### config.mk
export PLATFORM = sky130hd
export DESIGN_NAME = rram_adc_readout_sequencer
export DESIGN_NICKNAME = d
export VERILOG_FILES = /design/src/rtl/rram_adc_readout_sequencer.sv
export SDC_FILE = /design/constraint.sdc
export NUM_CORES = 1
export LEC_CHECK = 0
export BUFFER_PORTS_ARGS = -buffer_cell sky130_fd_sc_hd__buf_2
export CAP_MARGIN = 20
export CORE_ASPECT_RATIO = 2
export CORE_MARGIN = 3
export CORE_UTILIZATION = 47
export DETAILED_ROUTE_END_ITERATION = 12
export GPL_ROUTABILITY_DRIVEN = 0
export PLACE_DENSITY = 0.85
export SYNTH_ARGS = -nofsm -noshare
export SYNTH_HDL_FRONTEND = slang
export SYNTH_SLANG_ARGS = --single-unit
### constraint.sdc
create_clock -name CLK -period 5.75 [get_ports CLK]
set_input_delay 0.2875 -clock CLK [delete_from_list [all_inputs] [get_ports CLK]]
set_output_delay 0.2875 -clock CLK [all_outputs]
set_load 0.05 [all_outputs]
### src/rtl/rram_adc_readout_sequencer.sv
// ---------------------------------------------------------------------------
// rram_adc_readout_sequencer
//
// Reads out a segment of an RRAM array through a bank of shared ADCs. Each
// ADC is multiplexed over MUX_WAYS source lines. For every column of the
// segment the sequencer selects the column, waits for the mux to settle,
// triggers one conversion, captures all ADC results, and streams them out as
// WORDS words over a valid/ready interface tagged with the column index.
//
// Ports
//   CLK, RST       : clock, synchronous active-high reset
//   start_i        : request one segment readout (honoured only in IDLE)
//   seg_width_i    : number of columns to read, 1..MUX_WAYS
//   start_col_i    : first mux column
//   abort_i        : stop at the next safe point
//   busy_o         : high whenever the sequencer is not idle
//   done_o         : one-cycle pulse when a segment completes or is aborted
//   err_o          : one-cycle pulse when a start request is rejected
//   SL_MUX_SEL     : one-hot column select for the SL mux
//   adc_start_o    : one-cycle conversion trigger
//   adc_done_i     : conversion-complete strobe, ADCOUT valid in that cycle
//   ADCOUT         : packed ADC results, ADC[i] at bits [i*ADC_BITS +: ADC_BITS]
//   valid_o/ready_i: output word handshake
//   DATAOUT        : packed ADC results for the current word
//   col_o          : column the current word belongs to
// ---------------------------------------------------------------------------
module rram_adc_readout_sequencer #(
    parameter int NUM_ADC       = 32,
    parameter int ADC_BITS      = 4,
    parameter int MUX_WAYS      = 16,
    parameter int DATAOUT_WIDTH = 64,
    parameter int SETTLE_CYCLES = 2
) (
    input  logic                        CLK,
    input  logic                        RST,
    input  logic                        start_i,
    input  logic [4:0]                  seg_width_i,
    input  logic [3:0]                  start_col_i,
    input  logic                        abort_i,
    output logic                        busy_o,
    output logic                        done_o,
    output logic                        err_o,
    output logic [MUX_WAYS-1:0]         SL_MUX_SEL,
    output logic                        adc_start_o,
    input  logic                        adc_done_i,
    input  logic [NUM_ADC*ADC_BITS-1:0] ADCOUT,
    output logic                        valid_o,
    input  logic                        ready_i,
    output logic [DATAOUT_WIDTH-1:0]    DATAOUT,
    output logic [3:0]                  col_o
);

    localparam int WORDS  = (NUM_ADC * ADC_BITS) / DATAOUT_WIDTH;
    localparam int WIDX_W = (WORDS > 1) ? $clog2(WORDS) : 1;

    typedef enum logic [2:0] {
        IDLE,
        SETTLE,
        CONV,
        WAIT_ADC,
        OUT,
        DONE
    } state_t;

    state_t                                 state;
    state_t                                 state_nxt;
    logic [3:0]                             settle_cnt;
    logic [3:0]                             col;
    logic [4:0]                             seg_width;
    logic [4:0]                             col_cnt;
    logic [WIDX_W-1:0]                      word_idx;
    logic                                   abort_pend;
    logic                                   err_q;
    // Word w of the capture is ADCOUT[w*DATAOUT_WIDTH +: DATAOUT_WIDTH], so
    // word 0 carries the lowest-numbered ADCs with ADC[0] in its LSBs.
    logic [WORDS-1:0][DATAOUT_WIDTH-1:0]    adc_words;

    logic start_ok;
    logic settle_last;
    logic last_word;
    logic last_col;
    logic sel_active;

    assign start_ok    = start_i && (seg_width_i != 5'd0) && (seg_width_i <= 5'(MUX_WAYS));
    assign settle_last = (settle_cnt == 4'(SETTLE_CYCLES - 1));
    assign last_word   = (word_idx == WIDX_W'(WORDS - 1));
    assign last_col    = ((col_cnt + 5'd1) == seg_width);

    always_comb begin
        // NOTE: next state gets a default before the case so every path
        // assigns it and no latch is inferred.
        state_nxt = state;
        case (state)
            IDLE:     if (start_ok) state_nxt = SETTLE;
            SETTLE: begin
                if (abort_i)          state_nxt = DONE;
                else if (settle_last) state_nxt = CONV;
            end
            CONV:     state_nxt = abort_i ? DONE : WAIT_ADC;
            WAIT_ADC: if (adc_done_i) state_nxt = OUT;
            OUT: begin
                // An abort seen during WAIT_ADC/OUT only takes effect once the
                // captured column has been fully delivered.
                if (ready_i && last_word)
                    state_nxt = (abort_pend || abort_i || last_col) ? DONE : SETTLE;
            end
            DONE:     state_nxt = IDLE;
            default:  state_nxt = IDLE;
        endcase
    end

    always_ff @(posedge CLK) begin
        // NOTE: all state here uses non-blocking assignment so every register
        // samples pre-edge values regardless of statement order.
        if (RST) begin
            state      <= IDLE;
            settle_cnt <= '0;
            col        <= '0;
            seg_width  <= '0;
            col_cnt    <= '0;
            word_idx   <= '0;
            abort_pend <= 1'b0;
            err_q      <= 1'b0;
            // NOTE: the capture register is cleared too, so nothing from an
            // interrupted readout can leak into a later one.
            adc_words  <= '0;
        end else begin
            state <= state_nxt;
            err_q <= (state == IDLE) && start_i && !start_ok;

            if ((state == IDLE) && start_ok) begin
                col        <= start_col_i;
                seg_width  <= seg_width_i;
                col_cnt    <= '0;
                abort_pend <= 1'b0;
            end

            settle_cnt <= (state == SETTLE) ? settle_cnt + 4'd1 : 4'd0;

            if (((state == WAIT_ADC) || (state == OUT)) && abort_i)
                abort_pend <= 1'b1;

            if ((state == WAIT_ADC) && adc_done_i) begin
                adc_words <= ADCOUT;
                word_idx  <= '0;
            end

            if ((state == OUT) && ready_i) begin
                if (last_word) begin
                    word_idx <= '0;
                    col_cnt  <= col_cnt + 5'd1;
                    col      <= (col == 4'(MUX_WAYS - 1)) ? 4'd0 : col + 4'd1;
                end else begin
                    word_idx <= word_idx + WIDX_W'(1);
                end
            end
        end
    end

    assign sel_active  = (state == SETTLE) || (state == CONV) ||
                         (state == WAIT_ADC) || (state == OUT);
    assign SL_MUX_SEL  = sel_active ? (MUX_WAYS'(1) << col) : '0;
    assign busy_o      = (state != IDLE);
    assign done_o      = (state == DONE);
    assign err_o       = err_q;
    assign adc_start_o = (state == CONV);
    assign valid_o     = (state == OUT);
    assign DATAOUT     = valid_o ? adc_words[word_idx] : '0;
    assign col_o       = valid_o ? col : 4'd0;

endmodule

==> results by stage, run 1 <==
Synth:
- Of all cell types, the one taking the most synthesized area is dfxtp_1.
- Synthesis produced 877 cells.
- The number of distinct library cells after synthesis is 46.
- Counting instances in the post-synthesis netlist gives the leading cell types as nand2_1, dfxtp_1, a21oi_1.
- Averaged over all synthesized cells, the footprint is 7.75 um^2.
- The number of nets in the synthesized netlist is 1,029.
- The cell area after synthesis is 0.00680 mm^2.
- Counting flops with an async set or reset pin after synthesis yields a share of 0%.
- The number of enable-type register cells in the synthesized netlist is 0.
- The area share of the largest cell type after synthesis is 44.8%.
- The share of the Yosys chip area taken by registers is 44.8%.
- For this run, the number of Yosys warnings is 0.
- In the post-synthesis netlist, the cell with the most instances is nand2_1.
- After synthesis, the cell types taking the most area are dfxtp_1, nand2_1, mux2i_1.
- The flip-flop cell with the highest count after synthesis is dfxtp_1.
- The number of synthesized register bits is 152.

Layout:
- The area of the multi-input gates is 0.00347 mm^2.
- The number of inserted filler cells in the final layout is 1,322.
- At the end of the flow, the number of nets in the layout was 1,218.
- The layout overhead on the synthesized area is 26.6%.
- The area taken by flip-flops and latches is 0.00305 mm^2.
- Of the cells placed in the final design, the portion with a size suffix greater than 1 is 25.5%.

Worst setup path:
- The delay of the slowest critical-path stage is 660 ps.
- The worst setup path is launched from a flop.
- Among cell families on the critical path, the largest total delay comes from simple AND/OR/NAND/NOR gates.
- The critical path endpoint category is an output port.
- The data required time of the worst path is 5460 ps.
- In this run the worst path has a maximum fanout of 37.
- The signal arrival time at the worst endpoint is 2730 ps.
- The slowest cell on the critical path is dfxtp_1.
- Counting both buffers and inverters, the worst setup path holds a total of 2.
- The critical path is of the reg -> out type.
- The critical path goes through nor2_2 > nand2_2 > buf_4 > nor2_1 > buf_2.

Timing:
- The max-slew violation count was 0.
- The worst-margin pin slew is 847 ps.
- The final setup skew is 9.70 ps.
- Setup repair after global routing left no endpoint under its margin.
- Measured against its own limit, the worst slew margin works out to 43.5%.
- Setup total negative slack on the finished layout was measured at 0 ps.
- The count of endpoints failing hold in the final timing report is 0.
- The final setup violation count is 0.
- For this run, the top clock speed supported by timing is 0.332 GHz.
- The minimum clock period after layout is 3010 ps.
- The final cycle utilization of the critical path is 52.4%.

Floorplan:
- The row count is 61.
- The die area is 0.0160 mm^2.
- The placeable core region is 0.0140 mm^2.
- The number of I/O pins is 232.
- The die is 91.0 um wide.
- The die boundary height is 176 um.
- The starting utilization of the core area is 48.4%.

GRT:
- The overall overflow remaining after global route is 0.
- Global routing consumed, on the met2 layer, 40.5% of the routing resources.
- In the global route stage, overall resource usage came out at 22.6%.
- The number of antenna violations at the first check in global routing is 6.
- Entering global routing, the biggest net connects 81 pins.
- The number of global-route vias before repair came to 6,365.
- Global routing used 5.42% of the available met3 tracks.
- For met1 alone, demand over resource in global routing was 23.7%.
- The first global-routing pass estimated 29,500 um of wire.
- met2 is the most crowded layer.

Clock tree:
- Counting along the longest clock path gives a buffer depth of 2.
- Counting the buffers created by CTS gives 17.
- Buffers inserted to repair hold after CTS numbered 0.
- The number of gates resized after cts is 0.
- The clock-pin slew on the worst setup and hold paths is 60 ps.
- The latest clock arrival within the worst-skew pair is 400 ps.
- The library cell used as clock root buffer is clkbuf_16.
- The maximum level of the CTS H-tree is 4.
- TritonCTS built the clock tree.
- The number of setup buffers added after CTS is 0.
- The sink count of the clock tree is 152.

Routing:
- Detailed routing inserted a total of 6,554 vias.
- In the routed design, unresolved DRC markers number 0.
- The detail-routed net length per standard cell is 14.6 um.
- The count of routing violations after the opening detailed-route iteration is 288.
- In the routed layout, each cell is associated on average with a via count of 5.17.
- The iteration count of the initial detailed-routing pass is 4.
- The antenna violation net count after detailed routing is 0.
- The final routed wirelength across all metal layers is 18,500 um.

Power:
- The design draws 2.53 mW.
- The ratio of total power to cell area is 294 mW/mm^2.
- The leakage power is 3.37 nW.
- The worst-case IR drop observed on VDD is 293 uV.

Status:
- The run finished with clean final reports.

Place:
- The count of buffers from port buffering is 231.
- After legalization and detailed placement, the total HPWL measured 12,800 um.

Flow run:
- The total of max-cap violations is 0.

Min path:
- In this run the worst hold path is classified as in -> reg.
per-stage QoR:
step                utilization, %  std cells  hold WS, ps  area, um^2  setup slack, ps
global route                  61.3       1268         96.8        8610             2480
detailed placement            56.8       1236          446        7970             3010
floorplan                        -        877          423        6800             3530
CTS                           61.2       1265         94.4        8600             2700
finish                        61.3       1268          111        8610             2740
global placement              56.8       1236          441        7970             3070
logic make-up after synthesis:
| kind of cell | Yosys count | synth area share, % |
|---|---|---|
| multiplexers | 73 | 10.7 |
| AO/OA/AOI/OAI | 157 | 12.6 |
| XOR/XNOR | 9 | 1.16 |
| flip-flops | 152 | 44.8 |
| AND/OR/NAND/NOR | 404 | 24.4 |
| buffers and inverters | 72 | 4.49 |
| adder cells (fa/ha/maj) | 10 | 1.80 |
sequential cells by signal, summed over array words and instances (netlist names):
signal	cells
abort_pend	1
adc_words	128
col	4
col_cnt	5
err_o	1
last_word	1
seg_width	5
settle_cnt	4
state	3
cell usage in the layout, fill, tap and decap left out, types with 2 or more instances in the layout:
cell type / instances
mux2i_1: 73
a21oi_1: 137
clkinv_4: 3
nand2b_1: 5
clkinv_2: 2
clkbuf_16: 17
o32ai_1: 2
ha_1: 9
o21ai_0: 3
buf_4: 6
nor2_1: 85
nor4b_1: 2
nor3b_1: 3
bufinv_16: 5
nand3_1: 4
nand2_1: 267
a31oi_1: 2
buf_2: 230
dfxtp_1: 151
nor3_1: 2
xor2_1: 3
and2_1: 4
xnor2_1: 6
inv_1: 6
nor4_1: 2
a311oi_1: 3
and3_1: 15
diode_2: 3
nor2b_1: 3
final cells by class:
class	instances	area share (%)
multi-input combinational	653	40.3
sequential	152	35.4
inverter	6	0.262
timing repair buffer	236	13.9
clock inverter	12	2.34
clock buffer	17	4.94
antenna	3	0.0872
tap	189	2.75
worst paths after layout:
kind	slack, ps	to	cells after the start	start
max reg2reg	2980	adc_words[57]	5	state[0]
min reg2reg	450	adc_words[95]	2	adc_words[95]
min	110	adc_words[25]	3	ADCOUT[25]
max	2740	DATAOUT[27]	5	state[1]
layer usage:
layer | up-vias | wire (um)
met3 | 56 | 910
met2 | 216 | 9790
met4 | 6 | 828
met5 | - | 28
li1 | 3271 | -
met1 | 3005 | 6910
power by group:
part	leakage [nW]	total [mW]	switching [mW]	internal (mW)
logic	1.84	0.240	0.148	0.0922
clock network	0.309	1.20	0.431	0.765
registers	1.23	1.09	0.0248	1.07
total	3.37	2.53	0.603	1.93
tightest hold or removal path, delay by kind of cell:
kind	cells	cell delay (ps)
and+or+nand+nor	1	40
buffers and inverters	1	100
AOI/OAI and AO/OA	1	50
No activity file was read; power rests on OpenSTA's default activity.
==> inputs of run 2 (changes only) <==
ABC_AREA = 1   (was default)
PLACE_DENSITY = 0.84   (was 0.85)
clock period = 2.9 ns   (was 5.75 ns; I/O delays follow)
==> run 2 against run 1 <==
Clock skew is 1.6 ps lower. Count of clock-buffer cells in the layout is 2 higher. Critical path depth stayed put. Sequential share of layout area is 5.9 points lower. Non-clock buffer count is 133 higher. Critical path type unchanged. Highest routed layer is now met4.
==> results by stage, run 2 <==
Routing:
- For this run, design rule violations remaining after detail routing come to 0.
- The count of routing violations after the opening detailed-route iteration is 595.
- The antenna violation net count after detailed routing is 0.
- The final routed wirelength across all metal layers is 24,700 um.
- The first detailed-routing pass took 6 iterations.
- Dividing the detail-routed wire length by the instance count gives 16.2 um.
- Detailed routing inserted a total of 8,117 vias.
- In the routed layout, each cell is associated on average with a via count of 5.32.

Clock tree:
- The sink count of the clock tree is 152.
- The latest clock arrival within the worst-skew pair is 420 ps.
- The clock tree from TritonCTS is built.
- The library cell used as clock root buffer is clkbuf_16.
- Clock-pin slew was measured on the worst setup and hold paths at 60 ps.
- The maximum clock path buffer count is 2.
- The clock tree synthesis step divided the H-tree into 4 levels.
- Buffers inserted during clock tree synthesis total 17.

Synth:
- The number of distinct library cells after synthesis is 30.
- The flip-flop cell with the highest count after synthesis is dfxtp_1.
- After synthesis, the most frequently instantiated cells are nand2_1, dfxtp_1, a21oi_1.
- In this run, synthesis produced a sequential element count of 152.
- Counting flops with a built-in enable in the synthesized netlist gives 0.
- In this run the cell area of the synthesized design comes to 0.00731 mm^2.
- In the post-synthesis netlist, the biggest area contributors are dfxtp_1, nand2_1, a21oi_2.
- The synthesized design spends more area on one cell type than any other, namely dfxtp_1.
- The part of the Yosys area used for sequential elements is 41.6%.
- For this run, asynchronously set or reset flops after synthesis account for 0%.
- A synthesized cell averages 7.33 um^2.
- Counting every instance in the synthesized netlist gives 997.
- The area share of the largest cell type after synthesis is 41.6%.
- The most instantiated library cell after synthesis is nand2_1.
- Yosys printed 0 warnings.
- The number of nets in the synthesized netlist is 1,149.

Timing:
- The max-slew violation count is 0.
- The achievable clock frequency is 0.403 GHz.
- The headroom to the max-slew limit is 48.4%.
- The final setup skew is 8.12 ps.
- Adding up every negative setup slack in the final design gives 0 ps.
- The clock period could shrink to 2480 ps.
- At the pin with the least slew margin, the transition time is 775 ps.
- Setup violations remaining at the end of the flow were counted as 0.
- The minimum hold slack is 5.82 ps.
- Setup repair after global routing left no endpoint under its margin.
- The count of endpoints failing hold in the final timing report is 0.
- The final critical path takes up 85.6% of the cycle.

Layout:
- The largest registers in the layout are adc_words: 128 flops, col_cnt: 5 flops, seg_width: 5 flops.
- The number of inserted filler cells in the final layout is 1,127.
- The area taken by flip-flops and latches is 0.00304 mm^2.
- Relative to the synthesized area, the layout overhead comes to 41.1%.
- The final layout contains 1,469 nets.
- In the final layout, the multi-input gates occupy 0.00368 mm^2.
- The register with the most flip-flops in the final layout is adc_words.
- The most frequent standard cell in the layout excluding fill and tap cells is nand2_1.
- Cells with a size suffix above 1 make up 30.1% of the layout.
- The register with the most flip-flops in the layout has 128 of them.
- The library cells used most frequently in the layout, excluding fill and tap cells, are nand2_1, buf_2, dfxtp_1, dlygate4sd3_1, a21oi_1.

Floorplan:
- The die covers 0.0172 mm^2.
- The row count is 63.
- The starting utilization of the core area is 48.5%.
- The number of I/O pins is 232.
- Measured along the y axis, the die boundary spans 182 um.
- The die is 94.2 um wide.
- The placeable core region is 0.0151 mm^2.

Place:
- The count of buffers from port buffering is 231.
- The wire-length estimate of the detail-placed layout is 14,500 um.

Worst setup path:
- The kind of start point of the critical path is a flop.
- The slowest stage of the critical path is the nand2_2 cell.
- The signal arrival time at the worst endpoint is 2340 ps.
- Of all nets on the critical path, the largest fanout is 41.
- The worst setup path is captured at an output port.
- On the critical path the largest part of the delay comes from buffers and inverters.
- Together, buffers and inverters on the worst path number 2.
- The delay of the slowest critical-path stage is 440 ps.
- For the worst setup path, the data required time is 2760 ps.
- The critical path is of the reg -> out type.
- The signal on the critical path passes through nor2_1 > nand2_2 > buf_12 > a21oi_1 > buf_2.

GRT:
- The first global-routing pass estimated 39,600 um of wire.
- The number of antenna violations at the first check in global routing is 2.
- After global routing the overflow that remains totals 0.
- The number of global-route vias before repair was 8,293.
- The global-route total usage across every layer is 29.1%.
- Entering global routing, the biggest net connects 84 pins.

Power:
- The worst supply voltage drop on vdd is 496 uV.
- The leakage power is 3.94 nW.
- Dividing total power by cell area gives a power density of 516 mW/mm^2.

Status:
- The flow ran to the end, and the final reports show no timing, DRC or antenna violations.

Min path:
- The min-delay analysis places its worst path in the category in -> reg.

Flow run:
- The total of max-cap violations is 0.
run 2: cell count changes after synthesis, sizes merged, moves of 4 or more:
cell    before  now
o21ai        3   11
mux2i       73    0
inv          6   35
and3        16    0
xnor2        6    1
a211oi       1    5
and2         4    0
nand2      268  434
buf         27   32
nand3        5   12
nand2b       5    0
a21oi      137  212
nor2        86   40
run 2: cells by family after synthesis:
logic type / after synthesis / synth area share (%)
and+or+nand+nor: 497 / 27.0
buffers and inverters: 104 / 8.12
AOI/OAI and AO/OA: 233 / 21.5
adders and majority gates: 9 / 1.54
xor gates and xnor gates: 2 / 0.240
DFF: 152 / 41.6
run 2: final cells by class:
type | instances | share of cell area, %
flip-flops and latches | 152 | 29.5
clock inverters | 12 | 1.94
repair buffers | 369 | 24.9
clock buffers | 19 | 4.20
diodes | 2 | 0.0485
multi-input cells | 741 | 35.7
well taps | 195 | 2.37
inverters | 36 | 1.34
run 2: worst paths after layout:
path	startpoint	slack, ps	cells past startpoint	endpoint
worst max register to register	state[1]	690	7	adc_words[15]
worst max-delay path	state[1]	420	5	DATAOUT[43]
worst min-delay path	ADCOUT[107]	6	3	adc_words[107]
worst min register to register	abort_pend	470	2	abort_pend
run 2: power breakdown:
part           switching (mW)  internal (mW)
combinational           0.453          0.294
clock                   0.875           1.52
sequential             0.0435           2.13
run 2: what timing repair did:
action / in CTS / in global routing
endpoints found under the hold margin: 128 / 0
gates resized for setup: 0 / 0
hold buffers: 128 / 0
buffers inserted: 0 / 0
run 2: per-layer routing:
| layer | routed length (um) | global-route usage [%] |
|---|---|---|
| met5 | 0 | 0 |
| met4 | 1820 | 21.4 |
| met3 | 1710 | 6.56 |
| met2 | 12600 | 49.2 |
| met1 | 8620 | 31.0 |
run 2: worst register-to-register path, delay by kind of cell, from the launching register on:
family,cells,cell delay (ps)
buf+inv,3,930
simple gates,3,590
flops,1,400
compound gates,1,210
run 2: per-stage QoR:
step	utilization (%)	std cells	cell area [um^2]	power, mW	worst slack [ps]
floorplan	-	997	7310	2.59	9.03
global placement	55.7	1365	8390	2.80	948
detailed placement	55.7	1365	8390	2.81	865
CTS	68.4	1524	10300	5.32	446
global route	68.5	1526	10300	5.49	273
finish	68.5	1526	10300	5.32	419
